--- config.mk ---
export PLATFORM = sky130hd
export DESIGN_NAME = dcache_controller
export DESIGN_NICKNAME = d
export VERILOG_FILES = /design/src/rtl/dcache_controller_pkg.sv /design/src/rtl/dcache_controller_line_store.sv /design/src/rtl/dcache_controller.sv
export SDC_FILE = /design/constraint.sdc
export NUM_CORES = 1
export LEC_CHECK = 0
export ABC_CLOCK_PERIOD_IN_PS = 4900
export BUFFER_PORTS_ARGS = -buffer_cell sky130_fd_sc_hd__buf_2
export CORE_MARGIN = 8
export CORE_UTILIZATION = 40
export CTS_CLUSTER_DIAMETER = 200
export DETAILED_ROUTE_END_ITERATION = 7
export GPL_TIMING_DRIVEN = 1
export PLACE_DENSITY = 0.67
export SKIP_LAST_GASP = 1
export SLEW_MARGIN = 20
export SYNTH_ARGS = -nofsm -noshare
export SYNTH_HDL_FRONTEND = slang
export SYNTH_SLANG_ARGS = --single-unit
--- constraint.sdc ---
create_clock -name CLK -period 4.9 [get_ports CLK]
set_clock_uncertainty 0.1 [all_clocks]
set_input_delay 0.245 -clock CLK [delete_from_list [all_inputs] [get_ports CLK]]
set_output_delay 0.245 -clock CLK [all_outputs]
set_load 0.02 [all_outputs]
--- src/rtl/dcache_controller_pkg.sv ---
// Shared definitions for the direct-mapped data cache controller.
// Contents: address-field widths, block width, FSM state encoding and a
// saturating increment helper used by the optional statistics counters.
package dcache_controller_pkg;

  localparam int ADDR_W     = 8;
  localparam int INDEX_W    = 3;
  localparam int OFFSET_W   = 2;
  localparam int TAG_W      = ADDR_W - INDEX_W - OFFSET_W;
  localparam int LINES      = 1 << INDEX_W;
  localparam int BLOCK_W    = 32;
  localparam int MEM_ADDR_W = TAG_W + INDEX_W;
  localparam int STAT_W     = 16;

  typedef enum logic [1:0] {
    ST_IDLE      = 2'd0,
    ST_WRITEBACK = 2'd1,
    ST_FETCH     = 2'd2,
    ST_UPDATE    = 2'd3
  } state_e;

  function automatic logic [STAT_W-1:0] sat_inc(input logic [STAT_W-1:0] value);
    return (&value) ? value : value + STAT_W'(1);
  endfunction

endpackage

--- src/rtl/dcache_controller_line_store.sv ---
// Line storage for the data cache: valid, dirty, tag and data arrays.
// Ports:
//   clk          clock
//   clear        synchronous clear of every valid and dirty bit
//   rd_index     asynchronous read index
//   rd_valid/rd_dirty/rd_tag/rd_line  contents of the selected line
//   wr_index     line selected by either write port
//   byte_we      store one byte (byte_offset, byte_data) and mark the line dirty
//   fill_we      replace the whole line (fill_tag, fill_line), valid=1, dirty=0
// Data and tag arrays are not cleared; only valid/dirty carry meaning after reset.
module dcache_controller_line_store
  import dcache_controller_pkg::*;
(
  input  logic                clk,
  input  logic                clear,
  input  logic [INDEX_W-1:0]  rd_index,
  output logic                rd_valid,
  output logic                rd_dirty,
  output logic [TAG_W-1:0]    rd_tag,
  output logic [BLOCK_W-1:0]  rd_line,
  input  logic [INDEX_W-1:0]  wr_index,
  input  logic                byte_we,
  input  logic [OFFSET_W-1:0] byte_offset,
  input  logic [7:0]          byte_data,
  input  logic                fill_we,
  input  logic [TAG_W-1:0]    fill_tag,
  input  logic [BLOCK_W-1:0]  fill_line
);

  logic [LINES-1:0]   valid;
  logic [LINES-1:0]   dirty;
  logic [TAG_W-1:0]   tags  [LINES];
  logic [BLOCK_W-1:0] lines [LINES];

  assign rd_valid = valid[rd_index];
  assign rd_dirty = dirty[rd_index];
  assign rd_tag   = tags[rd_index];
  assign rd_line  = lines[rd_index];

  always_ff @(posedge clk) begin
    if (clear) begin
      valid <= '0;
      dirty <= '0;
    end else if (fill_we) begin
      valid[wr_index] <= 1'b1;
      dirty[wr_index] <= 1'b0;
    end else if (byte_we) begin
      dirty[wr_index] <= 1'b1;
    end
  end

  // Refill wins over a byte store; the controller never issues both at once.
  always_ff @(posedge clk) begin
    if (fill_we) begin
      tags[wr_index]  <= fill_tag;
      lines[wr_index] <= fill_line;
    end else if (byte_we) begin
      lines[wr_index][{byte_offset, 3'b000} +: 8] <= byte_data;
    end
  end

endmodule

--- src/rtl/dcache_controller.sv ---
// Direct-mapped, write-back, write-allocate data cache controller between
// an 8-bit CPU and a word-wide data memory.
// Ports:
//   CLK, RESET (synchronous, active-low)
//   READ, WRITE, ADDRESS, WRITEDATA   CPU request (READ+WRITE together = write)
//   READDATA, BUSYWAIT                CPU load data (combinational) and stall
//   MEM_READ, MEM_WRITE, MEM_ADDRESS, MEM_WRITEDATA   registered block request
//   MEM_READDATA, MEM_BUSYWAIT        memory response
//   HIT_COUNT, MISS_COUNT             present only with DCACHE_STATS_EN defined
// Optional feature macro: DCACHE_STATS_EN (saturating hit/miss counters).
module dcache_controller
  import dcache_controller_pkg::*;
(
  input  logic                  CLK,
  input  logic                  RESET,
  input  logic                  READ,
  input  logic                  WRITE,
  input  logic [ADDR_W-1:0]     ADDRESS,
  input  logic [7:0]            WRITEDATA,
  output logic [7:0]            READDATA,
  output logic                  BUSYWAIT,
  output logic                  MEM_READ,
  output logic                  MEM_WRITE,
  output logic [MEM_ADDR_W-1:0] MEM_ADDRESS,
  output logic [BLOCK_W-1:0]    MEM_WRITEDATA,
  input  logic [BLOCK_W-1:0]    MEM_READDATA,
  input  logic                  MEM_BUSYWAIT
`ifdef DCACHE_STATS_EN
  ,
  output logic [STAT_W-1:0]     HIT_COUNT,
  output logic [STAT_W-1:0]     MISS_COUNT
`endif
);

  state_e state, next_state;
  logic   settled;

  logic [TAG_W-1:0]    cpu_tag;
  logic [INDEX_W-1:0]  cpu_index;
  logic [OFFSET_W-1:0] cpu_offset;
  logic [TAG_W-1:0]    req_tag;
  logic [INDEX_W-1:0]  req_index;

  logic                rd_valid, rd_dirty;
  logic [TAG_W-1:0]    rd_tag;
  logic [BLOCK_W-1:0]  rd_line;
  logic [INDEX_W-1:0]  rd_index, wr_index;
  logic                request, hit, byte_we, fill_we;

  logic                  mem_read_d, mem_write_d;
  logic [MEM_ADDR_W-1:0] mem_address_d;
  logic [BLOCK_W-1:0]    mem_writedata_d;

  assign cpu_tag    = ADDRESS[ADDR_W-1 -: TAG_W];
  assign cpu_index  = ADDRESS[OFFSET_W +: INDEX_W];
  assign cpu_offset = ADDRESS[OFFSET_W-1:0];
  assign request    = READ | WRITE;

  // Outside IDLE the line of interest is the latched miss, not the live bus.
  assign rd_index = (state == ST_IDLE) ? cpu_index : req_index;
  assign wr_index = (state == ST_UPDATE) ? req_index : cpu_index;

  assign hit      = rd_valid & (&(rd_tag ~^ cpu_tag));
  assign BUSYWAIT = request & ~((state == ST_IDLE) & hit);
  assign READDATA = rd_line[{cpu_offset, 3'b000} +: 8];

  assign byte_we = RESET & (state == ST_IDLE) & WRITE & hit;
  assign fill_we = RESET & (state == ST_UPDATE);

  dcache_controller_line_store u_line_store (
    .clk         (CLK),
    .clear       (~RESET),
    .rd_index    (rd_index),
    .rd_valid    (rd_valid),
    .rd_dirty    (rd_dirty),
    .rd_tag      (rd_tag),
    .rd_line     (rd_line),
    .wr_index    (wr_index),
    .byte_we     (byte_we),
    .byte_offset (cpu_offset),
    .byte_data   (WRITEDATA),
    .fill_we     (fill_we),
    .fill_tag    (req_tag),
    .fill_line   (MEM_READDATA)
  );

  // Next state and the memory request to hold during that next state.
  // The memory is only trusted from the second cycle of a state (settled),
  // since its busy flag may not yet reflect the request just issued.
  always_comb begin
    next_state      = state;
    mem_read_d      = 1'b0;
    mem_write_d     = 1'b0;
    mem_address_d   = '0;
    mem_writedata_d = '0;
    case (state)
      ST_IDLE: begin
        if (request && !hit) begin
          if (rd_dirty) begin
            next_state      = ST_WRITEBACK;
            mem_write_d     = 1'b1;
            mem_address_d   = {rd_tag, cpu_index};
            mem_writedata_d = rd_line;
          end else begin
            next_state    = ST_FETCH;
            mem_read_d    = 1'b1;
            mem_address_d = {cpu_tag, cpu_index};
          end
        end
      end
      ST_WRITEBACK: begin
        if (settled && !MEM_BUSYWAIT) begin
          next_state    = ST_FETCH;
          mem_read_d    = 1'b1;
          mem_address_d = {req_tag, req_index};
        end else begin
          mem_write_d     = 1'b1;
          mem_address_d   = {rd_tag, req_index};
          mem_writedata_d = rd_line;
        end
      end
      ST_FETCH: begin
        if (settled && !MEM_BUSYWAIT) begin
          next_state = ST_UPDATE;
        end else begin
          mem_read_d    = 1'b1;
          mem_address_d = {req_tag, req_index};
        end
      end
      ST_UPDATE: next_state = ST_IDLE;
      default:   next_state = ST_IDLE;
    endcase
  end

  always_ff @(posedge CLK) begin
    if (!RESET) begin
      state         <= ST_IDLE;
      settled       <= 1'b0;
      MEM_READ      <= 1'b0;
      MEM_WRITE     <= 1'b0;
      MEM_ADDRESS   <= '0;
      MEM_WRITEDATA <= '0;
    end else begin
      state         <= next_state;
      settled       <= (next_state == state);
      MEM_READ      <= mem_read_d;
      MEM_WRITE     <= mem_write_d;
      MEM_ADDRESS   <= mem_address_d;
      MEM_WRITEDATA <= mem_writedata_d;
    end
  end

  // Miss latched on IDLE exit; the CPU bus is not relied on afterwards.
  always_ff @(posedge CLK) begin
    if ((state == ST_IDLE) && (next_state != ST_IDLE)) begin
      req_tag   <= cpu_tag;
      req_index <= cpu_index;
    end
  end

`ifdef DCACHE_STATS_EN
  logic hit_accept, miss_start;

  assign hit_accept = (state == ST_IDLE) & request & hit;
  assign miss_start = (state == ST_IDLE) & request & ~hit;

  always_ff @(posedge CLK) begin
    if (!RESET) begin
      HIT_COUNT  <= '0;
      MISS_COUNT <= '0;
    end else begin
      if (hit_accept) HIT_COUNT  <= sat_inc(HIT_COUNT);
      if (miss_start) MISS_COUNT <= sat_inc(MISS_COUNT);
    end
  end
`endif

endmodule

## Word-level counts from Yosys, hierarchy flattened

Memories as Yosys holds them, arrays and structs flattened.
Index checks and enable logic that the tools add are counted.

| operators by class | value |
|---|---|
| $add $sub $neg | 1 |
| magnitude comparators | 3 |
| equality and inequality tests | 4 |
| shifts and indexed selects | 3 |
| mux-type cells | 69 |
| bitwise logic cells | 46 |
| reduce and logical (&&, ||, !) cells | 10 |

Operators by type and width:

| kind | number |
|---|---|
| $mux 32 | 4 |
| $pmux 32 s2 | 1 |
| $mux 1 | 45 |
| $or 1x1->1 | 33 |
| $shift 8x7->32 const A | 1 |
| $shiftx 32x6->8 | 1 |
| $shiftx 8x7->32 | 1 |
| $mux 6 | 4 |
| $pmux 6 s3 | 1 |
| $mux 8 | 2 |
| $or 8x8->8 | 2 |
| $and 8x8->8 | 1 |
| $lt 3x4->1 const B | 2 |
| $mux 2 | 4 |
| $not 8->8 | 1 |
| $pmux 2 s4 | 1 |
| $and 1x1->1 | 7 |
| $neg 5->7 | 1 |
| $bmux 1 s3 | 2 |
| $mux 3 | 2 |
| $eq 2x2->1 const B | 2 |
| $logic_and 1x1->1 | 4 |
| $reduce_bool 2->1 | 2 |
| $demux 1 s3 | 1 |
| other kinds (10) | 11 |

| word-level totals | value |
|---|---|
| register bits | 65 |
| bits in writable memories | 280 |
| input port bits | 53 |
| output and inout bits | 49 |
| logic and storage cells | 148 |
| memories | 2 |

Memories:

| name | words | width | read ports | clocked after Yosys merged registers in | wr ports | RTL line | source |
|---|---|---|---|---|---|---|---|
| u_line_store.lines | 8 | 32 | 1 | 0 | 1 | dcache_controller_line_store.sv:33 | `logic [BLOCK_W-1:0] lines [LINES];` |
| u_line_store.tags | 8 | 3 | 1 | 0 | 1 | dcache_controller_line_store.sv:32 | `logic [TAG_W-1:0] tags [LINES];` |

## Logic depth before layout (Yosys ltp)

An unclocked memory read counts as a cell.

| depth | value |
|---|---|
| depth after elaboration | 12 |
| gate-level depth with buffers | 14 |
| gate-level depth less buffers | 9 |

## Modules after synthesis

From an unflattened synthesis, not the netlist that was laid out.

| unflattened totals | value |
|---|---|
| cells, all modules | 744 |
| area total of the unflattened synthesis | 13999.7 um^2 |

By module, submodules not included:

| module | instances | cells an instance | area an instance (um^2) |
|---|---|---|---|
| dcache_controller_line_store | 1 | 580 | 11907.7 |
| dcache_controller | 1 | 164 | 2092.0 |

## Worst setup path after synthesis

No wires, ideal clock.

| timing path | value |
|---|---|
| path type | reg2reg |
| from | register state[1] |
| to | memory u_line_store.lines[0][10], enable pin |
| data arrival time | 3.133 ns |
| required time | 4.425 ns |
| path slack | 1.292 ns |
| stages on the path, launching flop included | 15 |
| path buffers | 5 |
| clock period less this slack | 3.608 ns |
| cell sequence | dfxtp_1 > buf_6 > or2_1 > buf_6 > mux2_4 > buf_6 > mux2i_1 > a32oi_1 > nand2_1 > xnor2_1 > nor4_2 > buf_4 > nand3_4 > buf_2 > a21oi_1 |

| on the way | value |
|---|---|
| word-level cells in the longest chain between the ends | 11 |
| elaborated cells between the ends (all ways) | 20 |
| those cells by class | eq/ne: 1; mux: 9; bitwise: 7; reduce/logical: 2; memory: 1 |

Ends and longest elaborated chain:

| element | RTL line | source |
|---|---|---|
| from (decl) | dcache_controller.sv:35 | `state_e state, next_state;` |
| from (signal assigned) | dcache_controller.sv:144 | `state <= next_state;` |
| $logic_not 2->1 | dcache_controller.sv:60, dcache_controller.sv:67 |  |
| $mux 3 | dcache_controller.sv:60 | `assign rd_index = (state == ST_IDLE) ? cpu_index : req_index;` |
| $mem_v2 8x3 | n/a |  |
| $xnor 3x3->3 | dcache_controller.sv:63 | `assign hit = rd_valid & (&(rd_tag ~^ cpu_tag));` |
| $reduce_and 3->1 | dcache_controller.sv:63 |  |
| $and 1x1->1 | dcache_controller.sv:63 |  |
| $and 1x1->1 | dcache_controller.sv:67 | `assign byte_we = RESET & (state == ST_IDLE) & WRITE & hit;` |
| $mux 1 | dcache_controller_line_store.sv:57 | `end else if (byte_we) begin` |
| $mux 1 | dcache_controller_line_store.sv:54 | `if (fill_we) begin` |
| $mux 32 (implied by the code) | dcache_controller_line_store.sv:58 | `lines[wr_index][{byte_offset, 3'b000} +: 8] <= byte_data;` |
| $or 1x1->1 (no source line) | n/a |  |
| to (decl) | dcache_controller_line_store.sv:33 |  |

Several ways; a longest one is shown, not always the timed one. The select of a mux whose other input is x is not followed.

## Worst setup path after layout

| timing path | value |
|---|---|
| from | register state[0] |
| to | output port READDATA[6] |

| on the way | value |
|---|---|
| word-level cells in the longest chain between the ends | 4 |

Ends and longest elaborated chain:

| element | RTL line | source |
|---|---|---|
| $logic_not 2->1 | dcache_controller.sv:60 |  |
| $mux 3 | dcache_controller.sv:60 |  |
| $mem_v2 8x32 | n/a |  |
| $shiftx 32x6->8 | dcache_controller.sv:65 | `assign READDATA = rd_line[{cpu_offset, 3'b000} +: 8];` |
| to (decl) | dcache_controller.sv:20 | `output logic [7:0] READDATA,` |

No other way between the ends.

==> impl_results.md <==
- Hold crit path type: in2reg
- Syn nets: between 800 and 900
- Power, Total: 8.36 mW
- # rows: a little under 70
- Commonest cells in the netlist: 286 x edfxtp_1, 78 x mux2i_1, 73 x mux4_2, 69 x nand2_1, 59 x dfxtp_1
- DP Worst Slack: between 0.7 and 0.8 ns
- Post-layout net count: a little over 1,000
- Clock slew at reported path FFs: approximately 0.06 ns
- Area leader, netlist: edfxtp_1
- First-pass iteration count of the detailed router: 6
- Die H: roughly 200 µm
- MaxCap Viol Count: 0
- Pwr dens: ~500 nW/µm²
- Final RePlAce weighted congestion: ~0.84
- Core area: between 30,000 and 40,000 µm²
- Status: finished clean
- GRT Util Overall: around 16%
- Placed cells: roughly 1,400
- Max Transition Viols Final: 0
- Initial antenna violation count: 0
- Cell Area, Synth: approximately 14,000 µm²
- Antenna diode count: 0
- FMAX: roughly 220 MHz
- Synth Area in Simple Gates: under 10%
- Post-synth top flop: edfxtp_1
- Setup Crit Path Kind: reg2out
- Critical Path RT: between 4 and 5 ns
- FFs w/ async S/R, synth: 0%
- Initial DRC Count: 766
- Synth Area in Compound Gates: under 10%
- Vias in the first global route: a little over 8,000
- Final hold violations: 0
- Clock sinks: around 350
- CTS buffer count: 35
- Clk_lat worst skew: 0.52 ns
- Finished Cell Area: about 16,000 µm²
- I/O Buffers: about 100
- Worst Path Max Fanout: slightly below 70
- Arrival time at the worst endpoint: between 4 and 5 ns
- Slew @ Worst Pin: 1.08 ns
- DR vias/cell: 5.38
- Number of remaining DRC errors: 0
- Fin Setup TNS: 0 ns
- Global-route wire length before repair: around 51 mm
- Register area share after synthesis: a little over two thirds
- Cell Area, Placed: 15,200 µm²
- RSZ-0062 raised after global routing: no
- Synthesis-stage register bit count: about 350
- Post-Syn Instances: about 830
- Pin count of the biggest net entering global routing: about 70
- CTS Root Cell: clkbuf_16
- Worst hold slack: 0.0564 ns
- Final Cycle Share: between 90% and 100%
- Reg2Reg Setup Slack: about 0.72 ns
- Area grow syn2layout: 17.3%
- Dpl hpwl: ~23 mm
- Post-route minimum period: roughly 4.5 ns
- Worst setup margin: 0.359 ns
- Antenna viol nets, final: 0
- Worst Hold Depth: 3
- Hold EP: MEM_READ$_SDFF_PN0_
- Chip width: around 200 µm
- Starting density of the core: between 40% and 50%
- Vias: just under 8,000
- Mux share of post-synthesis cell area: 17.7%
- GRT Residual Overflow: 0
- Most instantiated library cell after synthesis: edfxtp_1
- Hold path start: MEM_BUSYWAIT
- Mean area per synthesized cell: ~17 µm²
- Slew HR: 27.8%
- Fin util: between 40% and 50%
- Synth area leaders: edfxtp_1 61%, mux4_2 12%, dfxtp_1 8.4%
- Leak Pwr: 6.10 nW
- CTS tree: yes
- Worst r2r src: state[0]$_SDFF_PN0_
- Reg2Reg Depth: 11
- Adder-cell share of the synthesized area: less than 1%
- I/O pins: approximately 100
- R2R Path End: u_line_store.lines[2][0]$_DFFE_PP_
- CTS H-Tree Depth: 2
- Crit end category: output pin
- Synth top area share: about three fifths
- Share of layout cells above drive strength 1: 28.2%
- Non-Filler Instances: 1,462
- Largest family of logic cells by synthesized area: multiplexers
- WL/cell: 23.1 µm
- Synth warn: 0
- Yosys cell types: a little under 50
- CTS max path bufs: 3
- Setup violators final: 0
- Startpoint types: register
- Number of synthesized flops with an enable pin: roughly 290
- Drt total wl: 33.8 mm
- VDD IR max: ~0.00033 V
- Xor and xnor area share after synthesis: 0.188%
- Full die area: roughly 41,000 µm²
-- power breakdown --
group          total [mW]  internal [mW]  switching [mW]
registers            3.41           3.33          0.0846
logic                2.35          0.962            1.39
clock network        2.60           1.50            1.10
total                8.36           5.79            2.57
-- cells in the final DEF, fill, tap and decap left out, types with 3 or more instances in the layout --
cell type      instances
a211oi_1               5
a21o_1                 8
a21oi_1               35
a2bb2oi_1              3
a32oi_1                5
buf_2                101
buf_4                 45
clkbuf_1               9
clkbuf_16             35
clkbuf_8               4
clkinv_1               3
clkinv_2               4
dfxtp_1               59
dlygate4sd3_1          6
edfxtp_1             286
ha_1                   5
inv_1                 42
mux2i_1               77
mux2i_4                3
mux4_2                73
nand2_1               69
nand2b_1               4
nand3_1                5
nand3_4                3
nand3b_1               4
nor2_1                52
nor3_1                 4
nor3b_1                3
o21ai_0                6
o22ai_1               11
-- layout make-up --
class,count,area [µm²]
timing repair buffer,153,923
inverter,43,161
fill,2882,18100
tap,455,569
sequential,345,9770
clock inverter,15,159
multi-input combinational,403,3860
clock buffer,48,965
-- worst max path at each step --
stage | from | endpoint | slack [ns]
floorplan | state[1]$_SDFF_PN0_ | u_line_store.lines[0][10]$_DFFE_PP_ | 1.29
global placement | state[0]$_SDFF_PN0_ | u_line_store.lines[0][2]$_DFFE_PP_ | 0.89
detailed placement | state[0]$_SDFF_PN0_ | u_line_store.lines[2][2]$_DFFE_PP_ | 0.77
CTS | state[0]$_SDFF_PN0_ | READDATA[6] | 0.35
global route | state[0]$_SDFF_PN0_ | READDATA[6] | 0.17
finish | state[0]$_SDFF_PN0_ | READDATA[6] | 0.36
-- flip-flops by register name, indices dropped and copies added (netlist names), named ones only --
name	count
MEM_WRITE	1
u_line_store.valid	8
MEM_WRITEDATA	32
settled	1
req_index	3
u_line_store.lines	256
req_tag	3
MEM_READ	1
MEM_ADDRESS	6
u_line_store.tags	24
state	2
-- timing repair --
item                      4_1_cts  5_1_grt
hold endpoints to repair        6        0
buffers inserted                0        0
hold buffers                    6        0
resized for setup               0        0
-- worst max-delay path, stage by stage (launching register included) --
cell	delay, ns
dfxtp_1	0.51
or2_1	0.50
mux2i_4	0.47
buf_12	0.50
mux4_2	0.58
mux2i_1	0.51
mux4_2	0.35
inv_1	0.04
buf_2	0.15
-- kinds of logic (layout without fill, tap and decap cells) --
family	count (synthesis)	in the layout
and+or+nand+nor	155	155
DFF	345	345
adders and majority gates	5	5
AOI/OAI and AO/OA	85	85
xor gates and xnor gates	3	3
buffers and inverters	84	259
muxes	155	155
-- metal layers --
metal / vias to the layer above / global-route usage (%) / share of wire, %
li1: 3522 / - / -
met1: 4055 / 20.8 / 41
met2: 247 / 28.2 / 52
met3: 47 / 2.57 / 4.8
met4: 0 / 4.71 / 2.2
met5: - / 0 / 0
Power figures use the tool's default switching activity.
